==> src/rtl/neuron_sequencer.sv <==
// Single-neuron multiply-accumulate sequencer: streams len samples against stored
// weights, adds a bias, and presents the result saturated to 8 bits.
module neuron_sequencer #(
    parameter int N_MAX = 16
) (
    input  logic              clk,
    input  logic              rst,
    input  logic              cfg_we,
    input  logic [3:0]        cfg_addr,
    input  logic signed [7:0] cfg_wdata,
    input  logic              cfg_bias_we,
    input  logic              cfg_len_we,
    input  logic [4:0]        cfg_len,
    input  logic              in_valid,
    input  logic signed [7:0] in_x,
    output logic              in_ready,
    output logic              out_valid,
    output logic signed [7:0] out_y,
    input  logic              out_ready,
    output logic              busy
);

    localparam int IDX_W = (N_MAX > 1) ? $clog2(N_MAX) : 1;
    localparam int ACC_W = 20;

    typedef enum logic [1:0] {S_IDLE, S_ACCUM, S_BIAS, S_DONE} state_t;

    state_t                   state_q, state_d;
    logic [IDX_W-1:0]         idx_q, idx_d;
    logic signed [ACC_W-1:0]  acc_q, acc_d;
    logic signed [7:0]        out_y_q, out_y_d;
    logic                     out_valid_q, out_valid_d;
    logic                     in_ready_q, in_ready_d;
    logic                     busy_q, busy_d;
    logic signed [7:0]        w_q [N_MAX];
    logic signed [7:0]        w_d [N_MAX];
    logic signed [7:0]        bias_q, bias_d;
    logic [4:0]               len_q, len_d;

    logic                     accept;
    logic                     last;
    logic signed [15:0]       prod;
    logic signed [ACC_W-1:0]  prod_ext;
    logic signed [ACC_W-1:0]  sum;

    always_comb begin
        // NOTE: every signal assigned here gets a default first so no path infers a latch.
        state_d     = state_q;
        idx_d       = idx_q;
        acc_d       = acc_q;
        out_y_d     = out_y_q;
        out_valid_d = out_valid_q;
        in_ready_d  = in_ready_q;
        busy_d      = busy_q;
        w_d         = w_q;
        bias_d      = bias_q;
        len_d       = len_q;

        // Configuration is frozen for the whole evaluation; samples read the old values.
        if (!busy_q) begin
            if (cfg_we && int'(cfg_addr) < N_MAX)
                w_d[IDX_W'(cfg_addr)] = cfg_wdata;
            if (cfg_bias_we)
                bias_d = cfg_wdata;
            if (cfg_len_we && cfg_len != 5'd0 && int'(cfg_len) <= N_MAX)
                len_d = cfg_len;
        end

        accept   = in_valid && in_ready_q;
        prod     = in_x * w_q[idx_q];
        prod_ext = {{(ACC_W-16){prod[15]}}, prod};
        last     = (5'(idx_q) == len_q - 5'd1);
        sum      = acc_q + {{(ACC_W-8){bias_q[7]}}, bias_q};

        case (state_q)
            S_IDLE: begin
                acc_d = '0;
                idx_d = '0;
                if (accept) begin
                    acc_d  = prod_ext;
                    busy_d = 1'b1;
                    if (last) begin
                        state_d    = S_BIAS;
                        in_ready_d = 1'b0;
                    end else begin
                        state_d = S_ACCUM;
                        idx_d   = IDX_W'(1);
                    end
                end
            end
            S_ACCUM: begin
                if (accept) begin
                    acc_d = acc_q + prod_ext;
                    if (last) begin
                        state_d    = S_BIAS;
                        idx_d      = '0;
                        in_ready_d = 1'b0;
                    end else begin
                        idx_d = idx_q + IDX_W'(1);
                    end
                end
            end
            S_BIAS: begin
                acc_d       = sum;
                out_valid_d = 1'b1;
                state_d     = S_DONE;
                if (sum > 20'sd127)
                    out_y_d = 8'sd127;
                else if (sum < -20'sd128)
                    out_y_d = -8'sd128;
                else
                    out_y_d = sum[7:0];
            end
            S_DONE: begin
                if (out_ready) begin
                    state_d     = S_IDLE;
                    out_valid_d = 1'b0;
                    in_ready_d  = 1'b1;
                    busy_d      = 1'b0;
                end
            end
            default: state_d = S_IDLE;
        endcase
    end

    always_ff @(posedge clk or posedge rst) begin
        if (rst) begin
            state_q     <= S_IDLE;
            idx_q       <= '0;
            acc_q       <= '0;
            out_y_q     <= '0;
            out_valid_q <= 1'b0;
            in_ready_q  <= 1'b1;
            busy_q      <= 1'b0;
            bias_q      <= '0;
            len_q       <= 5'(N_MAX);
            // NOTE: the weight store is reset because a cleared neuron must evaluate to bias alone.
            for (int i = 0; i < N_MAX; i++)
                w_q[i] <= '0;
        end else begin
            // NOTE: non-blocking updates so every flop samples the pre-edge values.
            state_q     <= state_d;
            idx_q       <= idx_d;
            acc_q       <= acc_d;
            out_y_q     <= out_y_d;
            out_valid_q <= out_valid_d;
            in_ready_q  <= in_ready_d;
            busy_q      <= busy_d;
            bias_q      <= bias_d;
            len_q       <= len_d;
            w_q         <= w_d;
        end
    end

    assign in_ready  = in_ready_q;
    assign out_valid = out_valid_q;
    assign out_y     = out_y_q;
    assign busy      = busy_q;

endmodule

==> config.mk <==
export PLATFORM = sky130hd
export DESIGN_NAME = neuron_sequencer
export DESIGN_NICKNAME = d
export VERILOG_FILES = /design/src/rtl/neuron_sequencer.sv
export SDC_FILE = /design/constraint.sdc
export NUM_CORES = 1
export LEC_CHECK = 0
export CAP_MARGIN = 20
export CORE_MARGIN = 4
export CORE_UTILIZATION = 30
export DETAILED_ROUTE_END_ITERATION = 12
export GPL_TIMING_DRIVEN = 0
export PLACE_DENSITY = 0.51
export SETUP_SLACK_MARGIN = 0.02
export SYNTH_ARGS = -nofsm -noshare
export SYNTH_HDL_FRONTEND = slang
export SYNTH_SLANG_ARGS = --single-unit
==> constraint.sdc <==
create_clock -name clk -period 8.84 [get_ports clk]
set_input_delay 1.768 -clock clk [delete_from_list [all_inputs] [get_ports clk]]
set_output_delay 1.768 -clock clk [all_outputs]
set_load 0.1 [all_outputs]
==> results.ini, run 1 <==
[cells_and_area]
area_growth_syn_to_layout_pct = 14.0
stdcell_area_sq_mm = 0.0146
antennaDiodeCount = 0
final_cell_mix = 176 x dfrtp_1, 142 x mux2_2, 111 x inv_1, 76 x nand2_1, 76 x ha_1
layout-drive-gt1-share_pct = 19.8
final_nets = 1397
layout_commonest_cell = dfrtp_1

[synth]
synth_top_cell_area_share_pct = 34.5
synthTopCellsByArea = dfrtp_1 34%, mux2_2 13%, fa_1 8.9%, ha_1 7.4%, mux4_2 6.9%
synth.yosys.seq_area_share_pct = 34.9
synth_nets = 1333
synthesis.yosys.warnings = 0
number_of_instances_in_the_synthesized_netlist = 1168
cell_area_after_synthesis_sq_mm = 0.0128
synth_top_cell_by_area = dfrtp_1
count_of_flip_flops_with_a_built_in_enable_after_synthesis = 0
ys_dominant_reg_cell = dfrtp_1
synth_async_sr_flop_share_pct = 100
post_synth.cell_area_avg_sq_um = 10.9
synthDistinctLibCells = 70
yosys_register_bits = 178

[worst_setup_path]
endpoint_kind = register
critical_path_required_ps = 9180
timing.reg2reg.worst_path_depth = 28
endpoint_of_the_worst_register_to_register_path = acc_q[19]$_DFFE_PP0P_
endpoint = acc_q[19]$_DFFE_PP0P_
worst-endpoint-arrival_ps = 8550
worst-setup-path-type = reg -> reg
crit_slowest_cell = mux4_2
startpoint_type = register
crit_start = idx_q[0]$_DFFE_PP0P_
r2r-start = idx_q[0]$_DFFE_PP0P_
cpPeakStageDelay_ps = 620
setup.reg_to_reg.worst_slack_ps = 620
crit_fanout = 10

[placed_design]
gp_routability_congestion = 0.811
dpl-instance-area_sq_mm = 0.0139
place.detailed.hpwl_um = 25100
portBuffers = 40

[die]
die_x_um = 214
start_util_pct = 30.4
standard_cell_rows = 75
dieHeight_um = 214
boundaryPins = 43
core_sq_mm = 0.0420
floorplan.die_area_sq_mm = 0.0459

[clock_network]
cts-root-buf = clkbuf_16
cts_buffers = 17
tritoncts = yes
clock_tree_buffer_depth = 2
numClockSinks = 178
cts_hold_repair.buffers = 0
cts-htree-levels = 4
postCtsSetupBuffers = 0
clk_latency_ps = 450
clk_pin_slew_worst_paths_ps = 70

[global_route]
grt_antenna_before_repair = 0
grt_max_degree = 130
globalRoute.totalOverflow = 0
grt_pass1_wl_um = 52700
vias_in_the_first_global_route = 9230
groute.usage.overall_pct = 14.4

[timing]
report.final.slew_viol_count = 0
period_minus_slack_ps = 8220
setup_viol_count_final = 0
worst-slew-pin-transition_ps = 992
fmaxAchievable_ghz = 0.122
grt_setup_unrepaired = no
clock-skew-final_ps = 10.9
final_hold_viol_count = 0
period_share_pct = 93.0
max_slew_margin_pct = 33.7

[drt]
drt_pass1_iterations = 6
count_of_unresolved_drc_violations_after_routing = 0
vias = 9092
detail_route.iter0.violations = 430
postRouteAntennaNets = 0
routed_wl_um = 32800
drt-vias-per-instance = 5.10
drt-wirelength-per-cell_um = 18.4

[power_and_ir_drop]
switching_power_mw = 0.463
finalPower_mw = 1.77
powerDensity_mw_per_mm2 = 122
p_int_mw = 1.31
vdd_drop_max_mv = 0.154
leakage_nw = 6.80
seq_power_share_pct = 47.4
p_sw_share_pct = 26.1
pwr-share-comb_pct = 9.5
p_clk_share_pct = 43.1

[min_path]
worstHoldPathType = reg -> reg

[status]
outcome = finished, final reports clean

[job]
timing.max_cap.violations = 0

[cells in the mapped netlist, types with 6 or more instances]
cell type,instances
a211oi_1,7
a21o_1,15
a21oi_1,58
a22oi_1,8
a31oi_1,12
and2_1,45
and3_1,9
buf_1,6
clkbuf_1,27
dfrtp_1,176
fa_1,57
ha_1,76
inv_1,112
mux2_2,142
mux4_2,39
nand2_1,76
nand2b_1,7
nand3_1,10
nand4_1,7
nor2_1,56
nor2b_1,14
nor3_1,19
o21a_1,7
o21ai_0,33
o31ai_1,6
xnor2_1,27
xor2_1,21
[through the flow]
step	hold WS [ps]	util, %	setup TNS (ps)	setup slack, ps	std cells
3_5_place_dp	479	33.2	-5610	-1200	1752
5_1_grt	516	34.7	0	43.9	1784
2_1_floorplan	474	-	0	971	1168
4_1_cts	495	34.6	0	22.3	1784
3_3_place_gp	465	32.9	-72060	-1160	1747
6_report	488	34.7	0	620	1784
[kinds of logic (layout without fill, tap and decap cells)]
| logic type | Yosys count | after routing | synth area share (%) |
|---|---|---|---|
| XOR/XNOR | 48 | 48 | 3.29 |
| multiplexers | 182 | 182 | 19.5 |
| AND/OR/NAND/NOR | 264 | 264 | 10.2 |
| buffers and inverters | 149 | 226 | 4.43 |
| AO/OA/AOI/OAI | 214 | 214 | 11.4 |
| flip-flops | 178 | 178 | 34.9 |
| adder cells (fa/ha/maj) | 133 | 133 | 16.4 |
[power groups by stage]
| stage | sequential, mW | clock, mW | combinational [mW] |
|---|---|---|---|
| after CTS | 0.839 | 0.784 | 0.173 |
| after global routing | 0.841 | 0.816 | 0.192 |
| after global placement | 0.855 | 0 | 0.168 |
| final | 0.839 | 0.763 | 0.169 |
| after detailed placement | 0.855 | 0 | 0.173 |
| after floorplan | 0.851 | 0 | 0.115 |
[flip-flops by register name (all words and copies together), names as in the netlist]
register and flops:
len_q 5, in_ready 1, busy 1, out_valid 1, bias_q 8, acc_q 20
idx_q 4, w_q 128, out_y 8, state_q 2
[what timing repair did]
item,in CTS,in global routing
cloned,0,0
gates resized for setup,8,12
setup endpoints to repair,9,4
[critical path, delay by kind of cell, from the launching register on]
kind,cells,cell delay (ps)
AND/OR/NAND/NOR,3,470
XOR/XNOR,2,360
buffers and inverters,6,790
AO/OA/AOI/OAI,9,2190
multiplexers,2,1170
adder cells (fa/ha/maj),6,2690
flip-flops,1,420
[metal layers]
metal | track usage [%] | wire length, um
met4 | 2.64 | 281
met2 | 24.1 | 15900
met5 | 0 | 0
met1 | 19.9 | 15600
met3 | 2.56 | 922
[worst min path at each step]
stage,cells past startpoint,end,from,slack [ps]
3_5_place_dp,1,out_y[7]$_DFFE_PP0P_,out_y[7]$_DFFE_PP0P_,480
3_3_place_gp,1,out_y[7]$_DFFE_PP0P_,out_y[7]$_DFFE_PP0P_,470
5_1_grt,1,w_q[47]$_DFFE_PP0P_,w_q[47]$_DFFE_PP0P_,520
6_report,1,out_y[7]$_DFFE_PP0P_,out_y[7]$_DFFE_PP0P_,490
2_1_floorplan,1,w_q[104]$_DFFE_PP0P_,w_q[104]$_DFFE_PP0P_,470
4_1_cts,1,out_y[7]$_DFFE_PP0P_,out_y[7]$_DFFE_PP0P_,500
[layout make-up]
type	instances	area, sq um
inverters	113	432
multi-input cells	841	7790
fillers	4221	27500
clock buffers	21	460
flip-flops and latches	178	4460
plain buffers	36	159
clock inverters	11	121
repair buffers	45	473
well taps	539	674
Power figures use the tool's default switching activity.
==> run 2, diff against run 1 <==
--- a/config.mk
+++ b/config.mk
@@ -6,11 +6,13 @@
 export NUM_CORES = 1
 export LEC_CHECK = 0
 export CAP_MARGIN = 20
+export CORE_ASPECT_RATIO = 1.4
 export CORE_MARGIN = 4
 export CORE_UTILIZATION = 30
 export DETAILED_ROUTE_END_ITERATION = 12
+export DONT_BUFFER_PORTS = 1
 export GPL_TIMING_DRIVEN = 0
-export PLACE_DENSITY = 0.51
+export PLACE_DENSITY = 0.5
 export SETUP_SLACK_MARGIN = 0.02
 export SYNTH_ARGS = -nofsm -noshare
 export SYNTH_HDL_FRONTEND = slang
==> run 2 against run 1 <==
Against the previous run:
- combinational power fell by 12%
- global-route usage grew 0.25 points
- die area rose by 0.10%
- routed wire length about the same
- cell count down 1.9%
- utilization shrank 0.87 points
- cell area shrank 2.4%
- sequential cell count unchanged
- hold slack improved by 14 ps
- power rose by 0.92%
- critical endpoint unchanged
- largest cell class unchanged
==> results.ini, run 2 (same netlist as run 1, synthesis figures left out) <==
[status]
outcome = finished, final reports clean  ; unchanged

[power_and_ir_drop]
pwr-share-comb_pct = 8.3  ; was 9.5%
seq_power_share_pct = 46.9  ; was 47.4%
switching_power_mw = 0.470  ; was 0.463 mW
finalPower_mw = 1.79  ; was 1.77 mW
p_clk_share_pct = 44.8  ; was 43.1%
leakage_nw = 6.66  ; was 6.80 nW
vdd_drop_max_mv = 0.197  ; was 0.154 mV
p_sw_share_pct = 26.3  ; was 26.1%
p_int_mw = 1.32  ; was 1.31 mW
powerDensity_mw_per_mm2 = 126  ; was 122 mW/mm^2

[drt]
drt-wirelength-per-cell_um = 18.7  ; was 18.4 um
detail_route.iter0.violations = 560  ; was 430
vias = 8949  ; was 9092
postRouteAntennaNets = 0  ; unchanged
drt-vias-per-instance = 5.11  ; was 5.10
routed_wl_um = 32800  ; about the same
count_of_unresolved_drc_violations_after_routing = 0  ; unchanged
drt_pass1_iterations = 5  ; was 6

[clock_network]
tritoncts = yes  ; unchanged
cts_buffers = 17  ; unchanged
cts-htree-levels = 4  ; unchanged
clock_tree_buffer_depth = 2  ; unchanged
clk_latency_ps = 440  ; was 450 ps
cts_hold_repair.buffers = 0  ; unchanged
cts-root-buf = clkbuf_16  ; unchanged
clk_pin_slew_worst_paths_ps = 80  ; was 70 ps
numClockSinks = 178  ; unchanged

[timing]
setup_viol_count_final = 0  ; unchanged
setup_tns_ps = 0  ; unchanged
clock-skew-final_ps = 9.50  ; was 10.9 ps
final_hold_viol_count = 0  ; unchanged
least_setup_slack_across_all_paths_after_layout_ps = 621  ; was 620 ps
report.final.slew_viol_count = 0  ; unchanged
period_share_pct = 93.0  ; about the same
fmaxAchievable_ghz = 0.122  ; about the same
period_minus_slack_ps = 8220  ; about the same
max_slew_margin_pct = 29.4  ; was 33.7%
grt_setup_unrepaired = no  ; unchanged
worst-slew-pin-transition_ps = 1060  ; was 992 ps

[placed_design]
place_inst = 1718  ; was 1752
place.detailed.hpwl_um = 25800  ; was 25100 um
gp_routability_congestion = 0.815  ; was 0.811
dpl-instance-area_sq_mm = 0.0135  ; was 0.0139 sq mm
post-place-ws_ps = -1340  ; was -1200 ps
portBuffers = 0  ; was 40

[global_route]
groute.usage.overall_pct = 14.7  ; was 14.4%
vias_in_the_first_global_route = 9401  ; was 9230
grt_max_degree = 117  ; was 130
met2_global_route_usage_pct = 27.1  ; was 24.1%
grt_antenna_before_repair = 0  ; unchanged
grt.met1_usage_pct = 17.0  ; was 19.9%
gr-max-usage-layer = met2  ; unchanged
grtUsageMet3_pct = 2.22  ; was 2.56%
globalRoute.totalOverflow = 0  ; unchanged
grt_pass1_wl_um = 53200  ; was 52700 um

[cells_and_area]
fin_cells = 1750  ; was 1784
layout_top_registers = w_q x128, acc_q x20  ; unchanged
multi_input_area_sq_mm = 0.00781  ; was 0.00779 sq mm
filler_cell_count = 4339  ; was 4221
layout-drive-gt1-share_pct = 20.6  ; was 19.8%
layout_commonest_cell = dfrtp_1  ; unchanged
final_nets = 1356  ; was 1397
antennaDiodeCount = 0  ; unchanged
registers.top_by_ff_count = w_q  ; unchanged
register_area_sq_mm = 0.00446  ; unchanged
area_growth_syn_to_layout_pct = 11.3  ; was 14.0%
largest_reg_flops = 128  ; unchanged
final_cell_mix = 176 x dfrtp_1, 142 x mux2_2, 111 x inv_1, 76 x nand2_1, 76 x ha_1  ; unchanged
stdcell_area_sq_mm = 0.0142  ; was 0.0146 sq mm

[die]
die_x_um = 182  ; was 214 um
core_sq_mm = 0.0421  ; was 0.0420 sq mm
start_util_pct = 30.3  ; was 30.4%
standard_cell_rows = 89  ; was 75
dieHeight_um = 252  ; was 214 um
floorplan.die_area_sq_mm = 0.0460  ; was 0.0459 sq mm
boundaryPins = 43  ; unchanged

[worst_setup_path]
critical_path_required_ps = 9170  ; was 9180 ps
crit_start = idx_q[0]$_DFFE_PP0P_  ; unchanged
endpoint_kind = register  ; unchanged
startpoint_type = register  ; unchanged
endpoint = acc_q[19]$_DFFE_PP0P_  ; unchanged
r2r-start = idx_q[0]$_DFFE_PP0P_  ; unchanged
crit_fanout = 10  ; unchanged
cpPeakStageDelay_ps = 620  ; about the same
worst-setup-path-type = reg -> reg  ; unchanged
crit_slowest_cell = mux4_2  ; unchanged
setup.reg_to_reg.worst_slack_ps = 620  ; about the same
endpoint_of_the_worst_register_to_register_path = acc_q[19]$_DFFE_PP0P_  ; unchanged
worst-endpoint-arrival_ps = 8550  ; about the same
timing.reg2reg.worst_path_depth = 29  ; was 28

[min_path]
worstHoldPathType = reg -> reg  ; unchanged
hold_depth = 1  ; unchanged

[job]
timing.max_cap.violations = 0  ; unchanged

[run 2: timing repair]
| item | CTS | global route |
|---|---|---|
| resized for setup | 9 | 13 |
| endpoints found under the setup margin | 10 | 4 |
| buffers inserted | 0 | 0 |
| pin swaps | 0 | 0 |
[run 2: worst max-delay path, delay by kind of cell, from the launching register on]
kind | cells | cell delay [ps]
adder cells (fa/ha/maj) | 6 | 2700
flip-flops | 1 | 480
multiplexers | 2 | 1150
AO/OA/AOI/OAI | 9 | 2130
buffers and inverters | 7 | 830
XOR/XNOR | 2 | 360
AND/OR/NAND/NOR | 3 | 440
[run 2: routing by layer]
metal  part of all wire [%]  wire [um]
met1                     40      13100
met2                     54      17800
met3                    2.3        766
met4                    3.4       1110
met5                      0          0
[run 2: how the worst min path moves through the flow]
stage | slack (ps) | end | startpoint
after detailed placement | 490 | w_q[72]$_DFFE_PP0P_ | w_q[72]$_DFFE_PP0P_
after global routing | 510 | w_q[78]$_DFFE_PP0P_ | w_q[78]$_DFFE_PP0P_
after CTS | 500 | w_q[104]$_DFFE_PP0P_ | w_q[104]$_DFFE_PP0P_
after floorplan | 470 | w_q[104]$_DFFE_PP0P_ | w_q[104]$_DFFE_PP0P_
final | 500 | w_q[72]$_DFFE_PP0P_ | w_q[72]$_DFFE_PP0P_
after global placement | 480 | w_q[100]$_DFFE_PP0P_ | w_q[100]$_DFFE_PP0P_
[run 2: area by class of cell]
type / count / share of cell area, %
inverter: 113 / 3.04
sequential: 178 / 31.3
buffer: 36 / 1.14
timing repair buffer: 4 / 0.405
clock buffer: 17 / 2.99
clock inverter: 15 / 1.34
multi-input combinational: 841 / 54.9
tap: 546 / 4.80
[run 2: per-stage QoR]
stage	utilization (%)	hold WS (ps)
after global placement	32.0	482
after floorplan	-	474
final	33.8	502
after CTS	33.7	504
after global routing	33.8	509
after detailed placement	32.2	488
[run 2: power groups by stage]
stage	registers [mW]	logic, mW	clock network [mW]
floorplan	0.851	0.115	0
global placement	0.855	0.146	0
detailed placement	0.855	0.151	0
CTS	0.839	0.152	0.824
global route	0.841	0.170	0.857
finish	0.839	0.148	0.800
